`src/rtl/axi4_reg_slice.sv`:
```
// AXI4 register slice between an upstream slave port (s_axi_*) and a
// downstream master port (m_axi_*). Each of the five channels can be a bypass
// (MODE 0), a full-throughput 2-entry skid buffer (MODE 1) or a light
// single-register stage (MODE 2).
// Ports: aclk/aresetn; s_axi_{aw,w,ar}* in / s_axi_{b,r}* out (upstream);
//        m_axi_{aw,w,ar}* out / m_axi_{b,r}* in (downstream).

// One registered channel stage: source side (valid_i/ready_o/data_i),
// sink side (valid_o/ready_i/data_o). MODE 1 = skid buffer, MODE 2 = light.
module axi4_reg_slice_chan #(
  parameter int unsigned W    = 8,
  parameter int unsigned MODE = 1
) (
  input  logic         clk,
  input  logic         rst_n,
  input  logic         valid_i,
  output logic         ready_o,
  input  logic [W-1:0] data_i,
  output logic         valid_o,
  input  logic         ready_i,
  output logic [W-1:0] data_o
);
  typedef enum logic [1:0] {ST_EMPTY = 2'd0, ST_ONE = 2'd1, ST_FULL = 2'd2} state_e;

  state_e         state_q, state_d;
  logic           ready_q, ready_d;
  logic           valid_q, valid_d;
  logic [W-1:0]   main_q, main_d;
  logic           accept, drain;

  assign accept  = valid_i & ready_q;
  assign drain   = valid_q & ready_i;
  assign ready_o = ready_q;
  assign valid_o = valid_q;
  assign data_o  = main_q;

  if (MODE == 1) begin : g_full
    logic [W-1:0] skid_q, skid_d;

    // Next state; handshake flags are derived from the next state so they come out of flops.
    always_comb begin
      state_d = state_q;
      main_d  = main_q;
      skid_d  = skid_q;
      case (state_q)
        ST_EMPTY: if (accept) begin
          state_d = ST_ONE;
          main_d  = data_i;
        end
        ST_ONE: begin
          if (accept && drain) begin
            main_d = data_i;
          end else if (accept) begin
            state_d = ST_FULL;
            skid_d  = data_i;
          end else if (drain) begin
            state_d = ST_EMPTY;
          end
        end
        ST_FULL: if (drain) begin
          state_d = ST_ONE;
          main_d  = skid_q;
        end
        default: state_d = ST_EMPTY;
      endcase
      ready_d = (state_d != ST_FULL);
      valid_d = (state_d != ST_EMPTY);
    end

    // Skid payload is not reset; valid_q qualifies it.
    always_ff @(posedge clk) begin
      skid_q <= skid_d;
    end
  end else begin : g_light
    // Single entry: never accepts while holding a beat.
    always_comb begin
      state_d = state_q;
      main_d  = main_q;
      case (state_q)
        ST_EMPTY: if (accept) begin
          state_d = ST_ONE;
          main_d  = data_i;
        end
        ST_ONE: if (drain) state_d = ST_EMPTY;
        default: state_d = ST_EMPTY;
      endcase
      ready_d = (state_d == ST_EMPTY);
      valid_d = (state_d == ST_ONE);
    end
  end

  // Control flops; ready stays low through reset and rises on the first edge after it.
  always_ff @(posedge clk or negedge rst_n) begin
    if (!rst_n) begin
      state_q <= ST_EMPTY;
      ready_q <= 1'b0;
      valid_q <= 1'b0;
    end else begin
      state_q <= state_d;
      ready_q <= ready_d;
      valid_q <= valid_d;
    end
  end

  // Main payload is not reset; valid_q qualifies it.
  always_ff @(posedge clk) begin
    main_q <= main_d;
  end
endmodule

module axi4_reg_slice #(
  parameter int unsigned ADDR_W  = 32,
  parameter int unsigned DATA_W  = 32,
  parameter int unsigned ID_W    = 4,
  parameter int unsigned MODE_AW = 1,
  parameter int unsigned MODE_W  = 1,
  parameter int unsigned MODE_B  = 1,
  parameter int unsigned MODE_AR = 1,
  parameter int unsigned MODE_R  = 1
) (
  input  logic              aclk,
  input  logic              aresetn,
  input  logic [ID_W-1:0]   s_axi_awid,
  input  logic [ADDR_W-1:0] s_axi_awaddr,
  input  logic [7:0]        s_axi_awlen,
  input  logic [2:0]        s_axi_awsize,
  input  logic [1:0]        s_axi_awburst,
  input  logic              s_axi_awlock,
  input  logic [3:0]        s_axi_awcache,
  input  logic [2:0]        s_axi_awprot,
  input  logic [3:0]        s_axi_awregion,
  input  logic [3:0]        s_axi_awqos,
  input  logic              s_axi_awvalid,
  output logic              s_axi_awready,
  input  logic [DATA_W-1:0] s_axi_wdata,
  input  logic [DATA_W/8-1:0] s_axi_wstrb,
  input  logic              s_axi_wlast,
  input  logic              s_axi_wvalid,
  output logic              s_axi_wready,
  output logic [ID_W-1:0]   s_axi_bid,
  output logic [1:0]        s_axi_bresp,
  output logic              s_axi_bvalid,
  input  logic              s_axi_bready,
  input  logic [ID_W-1:0]   s_axi_arid,
  input  logic [ADDR_W-1:0] s_axi_araddr,
  input  logic [7:0]        s_axi_arlen,
  input  logic [2:0]        s_axi_arsize,
  input  logic [1:0]        s_axi_arburst,
  input  logic              s_axi_arlock,
  input  logic [3:0]        s_axi_arcache,
  input  logic [2:0]        s_axi_arprot,
  input  logic [3:0]        s_axi_arregion,
  input  logic [3:0]        s_axi_arqos,
  input  logic              s_axi_arvalid,
  output logic              s_axi_arready,
  output logic [ID_W-1:0]   s_axi_rid,
  output logic [DATA_W-1:0] s_axi_rdata,
  output logic [1:0]        s_axi_rresp,
  output logic              s_axi_rlast,
  output logic              s_axi_rvalid,
  input  logic              s_axi_rready,
  output logic [ID_W-1:0]   m_axi_awid,
  output logic [ADDR_W-1:0] m_axi_awaddr,
  output logic [7:0]        m_axi_awlen,
  output logic [2:0]        m_axi_awsize,
  output logic [1:0]        m_axi_awburst,
  output logic              m_axi_awlock,
  output logic [3:0]        m_axi_awcache,
  output logic [2:0]        m_axi_awprot,
  output logic [3:0]        m_axi_awregion,
  output logic [3:0]        m_axi_awqos,
  output logic              m_axi_awvalid,
  input  logic              m_axi_awready,
  output logic [DATA_W-1:0] m_axi_wdata,
  output logic [DATA_W/8-1:0] m_axi_wstrb,
  output logic              m_axi_wlast,
  output logic              m_axi_wvalid,
  input  logic              m_axi_wready,
  input  logic [ID_W-1:0]   m_axi_bid,
  input  logic [1:0]        m_axi_bresp,
  input  logic              m_axi_bvalid,
  output logic              m_axi_bready,
  output logic [ID_W-1:0]   m_axi_arid,
  output logic [ADDR_W-1:0] m_axi_araddr,
  output logic [7:0]        m_axi_arlen,
  output logic [2:0]        m_axi_arsize,
  output logic [1:0]        m_axi_arburst,
  output logic              m_axi_arlock,
  output logic [3:0]        m_axi_arcache,
  output logic [2:0]        m_axi_arprot,
  output logic [3:0]        m_axi_arregion,
  output logic [3:0]        m_axi_arqos,
  output logic              m_axi_arvalid,
  input  logic              m_axi_arready,
  input  logic [ID_W-1:0]   m_axi_rid,
  input  logic [DATA_W-1:0] m_axi_rdata,
  input  logic [1:0]        m_axi_rresp,
  input  logic              m_axi_rlast,
  input  logic              m_axi_rvalid,
  output logic              m_axi_rready
);
  localparam int unsigned STRB_W = DATA_W / 8;
  localparam int unsigned AX_W   = ID_W + ADDR_W + 8 + 3 + 2 + 1 + 4 + 3 + 4 + 4;
  localparam int unsigned WD_W   = DATA_W + STRB_W + 1;
  localparam int unsigned B_W    = ID_W + 2;
  localparam int unsigned R_W    = ID_W + DATA_W + 2 + 1;

  if (!(DATA_W == 32 || DATA_W == 64 || DATA_W == 128 || DATA_W == 256)) begin : g_bad_data_w
    $fatal(1, "axi4_reg_slice: DATA_W must be 32, 64, 128 or 256");
  end
  if (ID_W < 1) begin : g_bad_id_w
    $fatal(1, "axi4_reg_slice: ID_W must be at least 1");
  end
  if (MODE_AW > 2 || MODE_W > 2 || MODE_B > 2 || MODE_AR > 2 || MODE_R > 2) begin : g_bad_mode
    $fatal(1, "axi4_reg_slice: MODE_x must be 0, 1 or 2");
  end

  // Flattened channel payloads, source side (_s) and sink side (_m).
  logic [AX_W-1:0] aw_s, aw_m, ar_s, ar_m;
  logic [WD_W-1:0] w_s, w_m;
  logic [B_W-1:0]  b_s, b_m;
  logic [R_W-1:0]  r_s, r_m;

  assign aw_s = {s_axi_awid, s_axi_awaddr, s_axi_awlen, s_axi_awsize, s_axi_awburst,
                 s_axi_awlock, s_axi_awcache, s_axi_awprot, s_axi_awregion, s_axi_awqos};
  assign {m_axi_awid, m_axi_awaddr, m_axi_awlen, m_axi_awsize, m_axi_awburst,
          m_axi_awlock, m_axi_awcache, m_axi_awprot, m_axi_awregion, m_axi_awqos} = aw_m;
  assign ar_s = {s_axi_arid, s_axi_araddr, s_axi_arlen, s_axi_arsize, s_axi_arburst,
                 s_axi_arlock, s_axi_arcache, s_axi_arprot, s_axi_arregion, s_axi_arqos};
  assign {m_axi_arid, m_axi_araddr, m_axi_arlen, m_axi_arsize, m_axi_arburst,
          m_axi_arlock, m_axi_arcache, m_axi_arprot, m_axi_arregion, m_axi_arqos} = ar_m;
  assign w_s = {s_axi_wdata, s_axi_wstrb, s_axi_wlast};
  assign {m_axi_wdata, m_axi_wstrb, m_axi_wlast} = w_m;
  assign b_s = {m_axi_bid, m_axi_bresp};
  assign {s_axi_bid, s_axi_bresp} = b_m;
  assign r_s = {m_axi_rid, m_axi_rdata, m_axi_rresp, m_axi_rlast};
  assign {s_axi_rid, s_axi_rdata, s_axi_rresp, s_axi_rlast} = r_m;

  // Bypass channels are plain wires; registered ones get a channel stage.
  if (MODE_AW == 0) begin : g_aw_byp
    assign m_axi_awvalid = s_axi_awvalid;
    assign s_axi_awready = m_axi_awready;
    assign aw_m          = aw_s;
  end else begin : g_aw_reg
    axi4_reg_slice_chan #(.W(AX_W), .MODE(MODE_AW)) u_aw (
      .clk(aclk), .rst_n(aresetn),
      .valid_i(s_axi_awvalid), .ready_o(s_axi_awready), .data_i(aw_s),
      .valid_o(m_axi_awvalid), .ready_i(m_axi_awready), .data_o(aw_m));
  end

  if (MODE_W == 0) begin : g_w_byp
    assign m_axi_wvalid = s_axi_wvalid;
    assign s_axi_wready = m_axi_wready;
    assign w_m          = w_s;
  end else begin : g_w_reg
    axi4_reg_slice_chan #(.W(WD_W), .MODE(MODE_W)) u_w (
      .clk(aclk), .rst_n(aresetn),
      .valid_i(s_axi_wvalid), .ready_o(s_axi_wready), .data_i(w_s),
      .valid_o(m_axi_wvalid), .ready_i(m_axi_wready), .data_o(w_m));
  end

  if (MODE_B == 0) begin : g_b_byp
    assign s_axi_bvalid = m_axi_bvalid;
    assign m_axi_bready = s_axi_bready;
    assign b_m          = b_s;
  end else begin : g_b_reg
    axi4_reg_slice_chan #(.W(B_W), .MODE(MODE_B)) u_b (
      .clk(aclk), .rst_n(aresetn),
      .valid_i(m_axi_bvalid), .ready_o(m_axi_bready), .data_i(b_s),
      .valid_o(s_axi_bvalid), .ready_i(s_axi_bready), .data_o(b_m));
  end

  if (MODE_AR == 0) begin : g_ar_byp
    assign m_axi_arvalid = s_axi_arvalid;
    assign s_axi_arready = m_axi_arready;
    assign ar_m          = ar_s;
  end else begin : g_ar_reg
    axi4_reg_slice_chan #(.W(AX_W), .MODE(MODE_AR)) u_ar (
      .clk(aclk), .rst_n(aresetn),
      .valid_i(s_axi_arvalid), .ready_o(s_axi_arready), .data_i(ar_s),
      .valid_o(m_axi_arvalid), .ready_i(m_axi_arready), .data_o(ar_m));
  end

  if (MODE_R == 0) begin : g_r_byp
    assign s_axi_rvalid = m_axi_rvalid;
    assign m_axi_rready = s_axi_rready;
    assign r_m          = r_s;
  end else begin : g_r_reg
    axi4_reg_slice_chan #(.W(R_W), .MODE(MODE_R)) u_r (
      .clk(aclk), .rst_n(aresetn),
      .valid_i(m_axi_rvalid), .ready_o(m_axi_rready), .data_i(r_s),
      .valid_o(s_axi_rvalid), .ready_i(s_axi_rready), .data_o(r_m));
  end
endmodule

```
`config.mk`:
```
export PLATFORM = sky130hd
export DESIGN_NAME = axi4_reg_slice
export DESIGN_NICKNAME = d
export VERILOG_FILES = /design/src/rtl/axi4_reg_slice.sv
export SDC_FILE = /design/constraint.sdc
export NUM_CORES = 1
export LEC_CHECK = 0
export CAP_MARGIN = 20
export CORE_UTILIZATION = 48
export CTS_CLUSTER_SIZE = 16
export DETAILED_ROUTE_END_ITERATION = 10
export PLACE_DENSITY = 0.88
export SETUP_SLACK_MARGIN = 0.3
export SLEW_MARGIN = 15
export SYNTH_ARGS = -nofsm -noshare
export SYNTH_HDL_FRONTEND = slang
export SYNTH_SLANG_ARGS = --single-unit
```
`constraint.sdc`:
```
create_clock -name aclk -period 3.82 [get_ports aclk]
set_input_delay 0.573 -clock aclk [delete_from_list [all_inputs] [get_ports aclk]]
set_output_delay 0.573 -clock aclk [all_outputs]
set_load 0.02 [all_outputs]
```
==> flow_metrics.py <==
metrics = {
    "critical_path": {
        "crit_chain": "clkdlybuf4s50_1",
        "critPathBufInv": 1,
        "path_max_fanout": 3,
        "crit_family": "buffers and inverters",
        "cp-end-kind": "primary output",
        "cpMaxStageDelayCell": "clkdlybuf4s50_1",
        "worst-setup-path-type": "reg -> out",
        "required_ns": 3.25,
        "critPathMaxStageDelay_ns": 0.72,
        "arrival_ns": 1.63,
        "start_kind": "flip-flop",
    },
    "floorplanning": {
        "dieArea_um2": 35200,
        "fp.coreArea_um2": 33700,
        "start_util": 0.491,
        "io_pins": 446,
        "row_count": 67,
        "die_w_um": 188,
        "fp.dieH_um": 188,
    },
    "global_route": {
        "grt_start_max_net_pins": 66,
        "overflow": 0,
        "grt_antenna_before_repair": 9,
        "grt_pass1_wl_um": 61600,
        "grt_pass1_vias": 10900,
        "grt_usage": 0.229,
    },
    "sta": {
        "fin_crit_ns": 2.20,
        "slew_violations": 0,
        "timing.fmax_ghz": 0.455,
        "relSlewSlack": 0.377,
        "postLayoutSetupSlackWorst_ns": 1.62,
        "tns_ns": 0,
        "skew_ns": 0.0101,
        "worst_pin_slew_ns": 0.934,
        "setup_viol": 0,
        "holdWs_ns": 0.121,
        "finalCritPeriodShare": 0.576,
        "rsz0062_at_grt": "no",
        "hold_viol": 0,
    },
    "yosys": {
        "synth_edf_count": 424,
        "synth-main-ff-cell": "edfxtp_1",
        "yosys_register_bits": 444,
        "yosys.area.top_type": "edfxtp_1",
        "synth.avg_cell_area_um2": 14.7,
        "ys_types": 25,
        "synth_top_area_frac": 0.770,
        "synth_area_leaders": "edfxtp_1, nand2_1, mux2_4, dfrtp_1, buf_6",
        "syn-cell-area_um2": 16500,
        "yosys_warnings": 0,
        "syn_nets": 1350,
        "synthArstFlopShare": 0.0450,
        "ys_seq_area_frac": 0.800,
        "syn_inst": 1126,
    },
    "final_layout": {
        "final_nets": 1812,
        "fin_util": 0.681,
        "layout-drive-gt1-share": 0.0776,
        "ff_latch_area_um2": 13200,
        "syn_to_final_growth_pct": 38.7,
        "fill_cells": 2178,
        "multiInputGateArea_um2": 3050,
        "finalInstanceArea_um2": 22900,
    },
    "power_and_ir_drop": {
        "p_leak_nw": 8.72,
        "intPower_mw": 12.1,
        "peakVddDrop_uv": 558,
        "combPwrFrac": 0.315,
        "cellPowerDensity_nw_per_um2": 771,
        "switchingPower_mw": 5.56,
        "pwr-share-seq": 0.443,
        "switching_share": 0.315,
        "p_clk_frac": 0.242,
    },
    "place": {
        "dp_hpwl_um": 28400,
        "io_buffers": 445,
        "gp_congestion": 0.861,
        "dpl-instance-area_um2": 21500,
        "pre_cts_ws_ns": 1.20,
    },
    "drt": {
        "wl_um": 41100,
        "vias_per_cell": 5.11,
        "route.detailed.drc": 0,
        "drtIter0Drc": 722,
        "num_vias": 10600,
        "drt_first_pass_iters": 5,
        "antenna_left": 0,
        "routedWlPerCell_um": 19.7,
    },
    "min_path": {
        "hp-class": "in -> async",
    },
    "clock_network": {
        "cts_tree": "done",
        "root_buffer": "clkbuf_16",
        "hold_buffers": 0,
        "worstSkewPairLatency_ns": 0.53,
        "htreeDepth": 2,
        "cts.sinks": 444,
        "cts_buffers": 46,
        "cts.path.max_buffers": 3,
        "cts_setup_buffers": 0,
        "clk_pin_slew_ns": 0.06,
        "post_cts_resized": 0,
    },
    "job": {
        "cap_violations": 0,
    },
    "outcome": {
        "status": "completed",
    },
}
[cells by family (layout without fill, tap and decap cells)]
kind of cell,Yosys count,in the layout,synth area share
buffers and inverters,45,542,0.0175
multiplexers,39,39,0.0347
AO/OA/AOI/OAI,25,25,0.0109
flip-flops,444,444,0.800
other,0,10,0
AND/OR/NAND/NOR,573,573,0.137
[final timing paths]
kind                            slack (ns)                                    from                                 end  cells past startpoint
min in group aclk                     0.50  g_b_reg.u_b.g_full.skid_q[5]$_DFFE_PP_     g_b_reg.u_b.data_o[5]$_DFFE_PP_                      2
worst max register to register        1.72      g_aw_reg.u_aw.state_q[1]$_DFF_PN0_  g_aw_reg.u_aw.data_o[44]$_DFFE_PP_                      4
worst min register to register        0.50  g_b_reg.u_b.g_full.skid_q[5]$_DFFE_PP_     g_b_reg.u_b.data_o[5]$_DFFE_PP_                      2
worst max-delay path                  1.62           g_b_reg.u_b.valid_o$_DFF_PN0_                        s_axi_bvalid                      1
max in group asynchronous             3.20                                 aresetn       g_r_reg.u_r.valid_o$_DFF_PN0_                      1
worst min-delay path                  0.12                                 aresetn  g_aw_reg.u_aw.state_q[1]$_DFF_PN0_                      1
[state kept, by name, summed over array words and instances (netlist names), 37 cells and up]
signal	count
g_aw_reg.u_aw.g_full.skid_q	65
g_w_reg.u_w.data_o	37
g_w_reg.u_w.g_full.skid_q	37
g_aw_reg.u_aw.data_o	65
g_r_reg.u_r.g_full.skid_q	39
g_ar_reg.u_ar.g_full.skid_q	65
g_ar_reg.u_ar.data_o	65
g_r_reg.u_r.data_o	39
[cells in the final DEF, fill, tap and decap left out, types with 6 or more instances in the layout]
cell	synthesis	routed
clkdlybuf4s50_1	0	444
clkbuf_1	8	10
nand2_1	538	536
clkinv_1	0	10
o21bai_1	6	6
buf_4	5	9
edfxtp_1	424	424
mux2_4	36	36
nand2b_1	9	7
clkbuf_16	0	47
diode_2	0	10
dfrtp_1	20	20
[layer usage]
layer,vias up,track usage,share of wire
met5,-,0,0
met2,565,0.405,0.52
met1,5118,0.266,0.36
li1,4860,-,-
met3,96,0.0515,0.083
met4,0,0.106,0.041
[metrics by stage]
stage	std cells	power, mW
4_1_cts	2071	17.8
3_3_place_gp	1988	13.3
2_1_floorplan	1126	10.6
3_5_place_dp	1988	13.5
6_report	2081	17.7
5_1_grt	2081	18.3
[area by class of cell]
type                            count  area share
Tap cell                          448      0.0244
Clock buffer                       59      0.0541
Clock inverter                     24     0.00911
Antenna cell                       10     0.00109
Sequential cell                   444       0.577
Multi-Input combinational cell    637       0.133
Timing Repair Buffer              459       0.201
[cell usage after synthesis, types with 4 or more instances]
cell / instances
edfxtp_1: 424
a22o_1: 4
nand2_1: 538
a21boi_1: 4
and3_1: 5
and3b_1: 5
o21bai_1: 6
a21boi_0: 5
buf_6: 10
buf_4: 5
mux2_4: 36
nand2b_1: 9
dfrtp_1: 20
buf_2: 21
o21ai_1: 4
clkbuf_1: 8
nand4b_1: 5
nand3_1: 5
[worst register-to-register path, cell delays in order (launching register included)]
cell,delay [ns]
dfrtp_1,0.43
and3b_1,0.33
o21bai_1,0.16
nand2_2,0.56
buf_12,0.31
[power by group through the flow]
stage / clock network, mW / logic, mW / registers, mW
after global routing: 4.54 / 5.85 / 7.95
after detailed placement: 0 / 5.56 / 7.90
after global placement: 0 / 5.42 / 7.84
after CTS: 4.35 / 5.60 / 7.84
final: 4.27 / 5.57 / 7.83
after floorplan: 0 / 1.50 / 9.10
Note: power is estimated with default switching activity, not from simulation.
